`config.mk`:
```
export PLATFORM = sky130hd
export DESIGN_NAME = sdram_axi_arbiter
export DESIGN_NICKNAME = d
export VERILOG_FILES = /design/src/rtl/sdram_arb_pkg.sv /design/src/rtl/sdram_arb_rr_pick.sv /design/src/rtl/sdram_axi_arbiter.sv
export SDC_FILE = /design/constraint.sdc
export NUM_CORES = 1
export LEC_CHECK = 0
export CAP_MARGIN = 20
export CORE_AREA = 2 2 118 120
export CTS_BUF_LIST = sky130_fd_sc_hd__clkbuf_4
export CTS_CLUSTER_DIAMETER = 40
export DETAILED_ROUTE_END_ITERATION = 16
export DIE_AREA = 0 0 120 122
export PLACE_DENSITY = 0.71
export SYNTH_ARGS = -nofsm -noshare
export SYNTH_HDL_FRONTEND = slang
export SYNTH_HIERARCHICAL = 1
export SYNTH_SLANG_ARGS = --single-unit
```
`constraint.sdc`:
```
create_clock -name clk_i -period 4.5 [get_ports clk_i]
set_clock_uncertainty 0.05 [all_clocks]
set_input_delay 0.45 -clock clk_i [delete_from_list [all_inputs] [get_ports clk_i]]
set_output_delay 0.45 -clock clk_i [all_outputs]
set_load 0.1 [all_outputs]
```
`src/rtl/sdram_arb_pkg.sv`:
```
// Shared types and RAM-port widths for the sdram_axi_core request-port arbiter.
package sdram_arb_pkg;

  typedef enum logic [1:0] {
    ST_IDLE  = 2'd0,
    ST_GRANT = 2'd1,
    ST_DRAIN = 2'd2
  } arb_state_e;

  localparam int WR_W   = 4;
  localparam int LEN_W  = 8;
  localparam int ADDR_W = 32;
  localparam int DATA_W = 32;

endpackage

```
`src/rtl/sdram_arb_rr_pick.sv`:
```
// Round-robin picker: first active requester at or after the rr pointer, wrapping.
module sdram_arb_rr_pick #(
  parameter int N     = 2,
  parameter int IDX_W = $clog2(N)
) (
  input  logic [N-1:0]     active_i,
  input  logic [IDX_W-1:0] rr_i,
  output logic             found_o,
  output logic [IDX_W-1:0] idx_o
);

  logic [N-1:0]     rot_s;
  logic [IDX_W-1:0] pos_s;

  function automatic logic [IDX_W-1:0] wrap_idx(input int unsigned v);
    return (v >= N) ? IDX_W'(v - N) : IDX_W'(v);
  endfunction

  // Rotate so rr sits at bit 0, take the lowest set bit, rotate the index back.
  always_comb begin
    rot_s = '0;
    pos_s = '0;
    for (int i = 0; i < N; i++) begin
      rot_s[i] = active_i[wrap_idx(i + int'(rr_i))];
    end
    for (int i = N - 1; i >= 0; i--) begin
      pos_s = rot_s[i] ? IDX_W'(i) : pos_s;
    end
    found_o = |rot_s;
    idx_o   = wrap_idx(int'(pos_s) + int'(rr_i));
  end

endmodule

```
`src/rtl/sdram_axi_arbiter.sv`:
```
// Shares one sdram_axi_core RAM request port between NUM_REQ requesters.
// Grant is held until every ack of the granted transaction is back, so responses need no ID.
module sdram_axi_arbiter
  import sdram_arb_pkg::*;
#(
  parameter int NUM_REQ = 2,
  parameter int OUT_W   = 9
) (
  input  logic                      clk_i,
  input  logic                      rst_ni,
  input  logic [NUM_REQ*WR_W-1:0]   req_wr_i,
  input  logic [NUM_REQ-1:0]        req_rd_i,
  input  logic [NUM_REQ*LEN_W-1:0]  req_len_i,
  input  logic [NUM_REQ*ADDR_W-1:0] req_addr_i,
  input  logic [NUM_REQ*DATA_W-1:0] req_write_data_i,
  output logic [NUM_REQ-1:0]        req_accept_o,
  output logic [NUM_REQ-1:0]        req_ack_o,
  output logic [NUM_REQ-1:0]        req_error_o,
  output logic [DATA_W-1:0]         req_read_data_o,
  output logic [WR_W-1:0]           ram_wr_o,
  output logic                      ram_rd_o,
  output logic [LEN_W-1:0]          ram_len_o,
  output logic [ADDR_W-1:0]         ram_addr_o,
  output logic [DATA_W-1:0]         ram_write_data_o,
  input  logic                      ram_accept_i,
  input  logic                      ram_ack_i,
  input  logic                      ram_error_i,
  input  logic [DATA_W-1:0]         ram_read_data_i
);

  localparam int IDX_W = $clog2(NUM_REQ);

  arb_state_e         state_q, state_d;
  logic [IDX_W-1:0]   g_q, g_d, rr_q, rr_d, pick_idx_s;
  logic [LEN_W-1:0]   beat_cnt_q, beat_cnt_d;
  logic [OUT_W-1:0]   outstanding_q, outstanding_d, add_s;
  logic [NUM_REQ-1:0] active_s;
  logic               pick_found_s, accept_ev_s, ack_valid_s;
  logic [WR_W-1:0]    g_wr_s;
  logic               g_rd_s;
  logic [LEN_W-1:0]   g_len_s;
  logic [ADDR_W-1:0]  g_addr_s;
  logic [DATA_W-1:0]  g_wdata_s;

  always_comb begin
    for (int i = 0; i < NUM_REQ; i++) begin
      active_s[i] = req_rd_i[i] | (|req_wr_i[i*WR_W +: WR_W]);
    end
  end

  sdram_arb_rr_pick #(.N(NUM_REQ), .IDX_W(IDX_W)) u_pick (
    .active_i (active_s),
    .rr_i     (rr_q),
    .found_o  (pick_found_s),
    .idx_o    (pick_idx_s)
  );

  assign g_wr_s    = req_wr_i[g_q*WR_W +: WR_W];
  assign g_rd_s    = req_rd_i[g_q];
  assign g_len_s   = req_len_i[g_q*LEN_W +: LEN_W];
  assign g_addr_s  = req_addr_i[g_q*ADDR_W +: ADDR_W];
  assign g_wdata_s = req_write_data_i[g_q*DATA_W +: DATA_W];

  // Acks with nothing outstanding are dropped, which also keeps the counter from underflowing.
  assign ack_valid_s   = ram_ack_i & (outstanding_q != '0);
  assign accept_ev_s   = (state_q == ST_GRANT) & ram_accept_i & active_s[g_q];
  assign add_s         = !accept_ev_s ? '0 :
                         g_rd_s ? (OUT_W'(g_len_s) + OUT_W'(1)) : OUT_W'(1);
  assign outstanding_d = outstanding_q + add_s - OUT_W'(ack_valid_s);

  always_comb begin
    state_d    = state_q;
    g_d        = g_q;
    rr_d       = rr_q;
    beat_cnt_d = beat_cnt_q;
    case (state_q)
      ST_IDLE: begin
        if (pick_found_s) begin
          g_d        = pick_idx_s;
          beat_cnt_d = '0;
          state_d    = ST_GRANT;
        end else begin
          state_d = ST_IDLE;
        end
      end
      ST_GRANT: begin
        if (accept_ev_s) begin
          if (g_rd_s || (beat_cnt_q == g_len_s)) begin
            state_d = ST_DRAIN;
          end else begin
            beat_cnt_d = beat_cnt_q + LEN_W'(1);
          end
        end else if (!active_s[g_q] && (beat_cnt_q == '0)) begin
          state_d = ST_IDLE;
        end else begin
          state_d = ST_GRANT;
        end
      end
      ST_DRAIN: begin
        if (outstanding_d == '0) begin
          rr_d    = (g_q == IDX_W'(NUM_REQ - 1)) ? '0 : g_q + IDX_W'(1);
          state_d = ST_IDLE;
        end else begin
          state_d = ST_DRAIN;
        end
      end
      default: state_d = ST_IDLE;
    endcase
  end

  always_comb begin
    ram_wr_o         = '0;
    ram_rd_o         = 1'b0;
    ram_len_o        = '0;
    ram_addr_o       = '0;
    ram_write_data_o = '0;
    req_accept_o     = '0;
    req_ack_o        = '0;
    req_error_o      = '0;
    req_read_data_o  = '0;
    if (state_q == ST_GRANT) begin
      ram_wr_o           = g_wr_s;
      ram_rd_o           = g_rd_s;
      ram_len_o          = g_len_s;
      ram_addr_o         = g_addr_s;
      ram_write_data_o   = g_wdata_s;
      req_accept_o[g_q]  = ram_accept_i;
    end else begin
      req_accept_o = '0;
    end
    if (ack_valid_s) begin
      req_ack_o[g_q]   = 1'b1;
      req_error_o[g_q] = ram_error_i;
      req_read_data_o  = ram_read_data_i;
    end else begin
      req_read_data_o = '0;
    end
  end

  always_ff @(posedge clk_i or negedge rst_ni) begin
    if (!rst_ni) begin
      state_q       <= ST_IDLE;
      g_q           <= '0;
      rr_q          <= '0;
      beat_cnt_q    <= '0;
      outstanding_q <= '0;
    end else begin
      state_q       <= state_d;
      g_q           <= g_d;
      rr_q          <= rr_d;
      beat_cnt_q    <= beat_cnt_d;
      outstanding_q <= outstanding_d;
    end
  end

endmodule
```
==> flow_metrics.py <==
metrics = {
    "cells_and_area": {
        "diodes": 0,
        "area_delta_synth_final_pct": 96.1,
        "nets": 963,
        "final_cells": 931,
        "drive_gt1_frac": 0.190,
        "nFillCells": 1296,
    },
    "yosys": {
        "avgSynthCellArea_sq_um": 7.42,
        "synth_top_family_by_area": "simple AND/OR/NAND/NOR gates",
        "async_flop_share": 1.00,
        "yosysSeqAreaShare": 0.160,
        "ys_seq_elements": 21,
        "synth_top_flop_cell": "dfrtp_1",
        "yosys.area_share.simple": 0.310,
        "synth.mux.area_fraction": 0.244,
        "synth_edf_count": 0,
        "ys_warn_count": 6,
        "synth_compound_area_frac": 0.0832,
        "synth_xor_area_frac": 0.0547,
        "syn_inst": 444,
        "synth.cell_area_sq_um": 3290,
        "syn_nets": 655,
        "synth_fa_ha_area_frac": 0.0783,
        "ys_types": 58,
    },
    "timing": {
        "drv_slew": 0,
        "slew-limit-headroom": 0.316,
        "fin_crit_sh": 0.955,
        "fmax_ghz": 0.233,
        "finalHoldViolCount": 0,
        "fin_crit_ns": 4.30,
        "setup_violations": 0,
        "fin_worst_hold_slack_ns": 0.278,
        "timing.final.ws_setup_ns": 0.205,
        "tightest_slew_ns": 1.02,
        "rsz0062_at_grt": "no",
    },
    "critical_path": {
        "end_kind": "register",
        "r2r_cells": 18,
        "rr_startpoint": "g_q$_DFFE_PN0P_",
        "r2r_end": "rr_q$_DFFE_PN0P_",
        "r2r_slack_ns": 0.33,
        "worstPathMaxFanout": 3,
        "crit_required_ns": 4.64,
        "cp-start-kind": "input port",
        "worstPathArrival_ns": 4.43,
        "critPathKind": "input port to register",
    },
    "grt": {
        "antenna_found_initial": 0,
        "grt_max_degree": 78,
        "gr-usage-all-layers": 0.190,
        "grt_pass1_wl_um": 22200,
        "grt_pass1_vias": 4280,
        "gr-total-overflow": 0,
    },
    "floorplan": {
        "rows": 43,
        "die_h_um": 122,
        "dieArea_sq_um": 14600,
        "die_w_um": 120,
        "pin_count": 306,
        "coreArea_sq_um": 13500,
        "start_util": 0.244,
    },
    "outcome": {
        "status": "completed",
    },
    "clocking": {
        "worstSkewPairLatency_ns": 0.33,
        "clock-root-buffer": "clkbuf_4",
        "numCtsBuffers": 3,
        "cts_tree": "yes",
        "h-tree-depth": 1,
        "cts_buffer_depth": 2,
        "clkTransAtPathRegs_ns": 0.14,
        "clock-sinks": 21,
    },
    "detailed_routing": {
        "drt_iter0_drc": 132,
        "drtAntennaViolNets": 0,
        "drt_wl_total_um": 15300,
        "via_count": 4349,
        "post_drt_via_cell_ratio": 4.67,
        "drcViolationCount": 0,
        "wl_per_cell_um": 16.4,
        "dr.pass1.iters": 4,
    },
    "run": {
        "drv_cap": 0,
    },
    "pwr": {
        "p_per_area_nw_per_um2": 860,
        "p_leak_nw": 3.09,
        "vdd_drop_max_v": 0.000696,
    },
    "hold_path": {
        "min_path_type": "input port to asynchronous set/reset pin",
    },
    "place": {
        "gp_congestion": 0.905,
        "dp_cells": 923,
        "dp_slack_ns": -0.328,
        "hpwlAfterDp_um": 13000,
        "io_buffers": 305,
    },
}
## critical path, cell delays in order
cell and delay, ns:
clkdlybuf4s50_1 0.43, or4_1 0.55, or3_1 0.34, and2_1 0.19, nand3_1 0.09, o21bai_1 0.11, ha_1 0.13, inv_1 0.05
ha_2 0.18, fa_2 0.38, a211oi_2 0.23, buf_4 0.15, o31ai_1 0.06, a31oi_1 0.19, xnor3_1 0.28, or4b_4 0.50
mux2i_1 0.13
## cells by family after synthesis
family / after synthesis
flip-flops: 21
AO/OA/AOI/OAI: 41
multiplexers: 80
buffers and inverters: 56
XOR/XNOR: 19
adder cells (fa/ha/maj): 20
AND/OR/NAND/NOR: 207
## cells in the mapped netlist (all sizes together), types with 5 or more instances
master,n,area share
mux2i,80,0.24
inv,31,0.035
ha,19,0.072
nor2,95,0.11
or3,7,0.013
dfrtp,21,0.16
nand3,12,0.018
nor2b,5,0.0095
xnor2,14,0.037
o21ai,14,0.021
nand2,18,0.021
clkbuf,16,0.019
nor4,5,0.0095
and2,36,0.068
buf,9,0.016
nor3,5,0.0076
a21oi,7,0.011
## per-stage QoR
stage           util  instance area (sq um)  power [mW]  setup TNS, ns
3_3_place_gp   0.471                   6360        5.34         -0.393
6_report       0.478                   6460        5.55              0
5_1_grt        0.478                   6460        5.85              0
2_1_floorplan      -                   3290        4.14              0
3_5_place_dp   0.471                   6360        5.40         -0.575
4_1_cts        0.473                   6390        5.52              0
## final cells by class
cell class / count / area [sq um] / share of cell area
clock buffers: 4 / 30.0 / 0.00465
inverters: 31 / 116 / 0.0180
multi-input cells: 367 / 2570 / 0.399
flip-flops and latches: 21 / 529 / 0.0819
well taps: 180 / 225 / 0.0349
repair buffers: 328 / 2980 / 0.462
## sequential cells by signal, indices dropped and copies added (netlist names)
name,cells
outstanding_q,9
rr_q,1
g_q,1
state_q,2
beat_cnt_q,8
## power by group
part	internal, mW	leakage, nW	total (mW)	switching (mW)
clock network	0.0408	0.0184	0.107	0.0657
logic	1.46	2.81	5.11	3.65
registers	0.271	0.258	0.338	0.0673
total	1.77	3.09	5.55	3.78
## placed cells by master, fill, tap and decap left out, drive strengths merged, types with 4 or more instances in the layout
master         netlist  layout
ha                  19      19
o21ai               14      14
dfrtp               21      21
nor2                95      95
clkbuf              16       4
nand2b               4       4
inv                 31      31
mux2i               80      80
buf                  9     123
nor3                 5       5
and2                36      36
xnor2               14      14
clkdlybuf4s50        0     205
xor2                 4       4
a21oi                7       7
nand2               18      18
nor2b                5       5
or3                  7       7
nand3               12      12
and3                 4       4
nor4                 5       5
## per-layer routing
layer | routed length (um) | GRT usage | vias to the layer above
li1 | - | - | 2122
met1 | 5390 | 0.204 | 1998
met2 | 8140 | 0.367 | 216
met3 | 1600 | 0.0595 | 13
met4 | 163 | 0.0353 | 0
met5 | 0 | 0 | -
## worst max path at each step
stage / endpoint / cells past startpoint / from
6_report: rr_q$_DFFE_PN0P_ / 17 / req_wr_i[1]
5_1_grt: state_q[1]$_DFFE_PN0P_ / 18 / req_wr_i[0]
4_1_cts: rr_q$_DFFE_PN0P_ / 16 / req_wr_i[1]
3_5_place_dp: rr_q$_DFFE_PN0P_ / 16 / req_wr_i[1]
3_3_place_gp: rr_q$_DFFE_PN0P_ / 16 / req_wr_i[1]
2_1_floorplan: rr_q$_DFFE_PN0P_ / 15 / req_wr_i[1]
## repair_timing
item / in CTS / in global routing
setup buffers: 0 / 3
setup endpoints to repair: 0 / 2
hold buffers: 0 / 0
gates resized for setup: 0 / 6
Note: power is estimated with default switching activity, not from simulation.
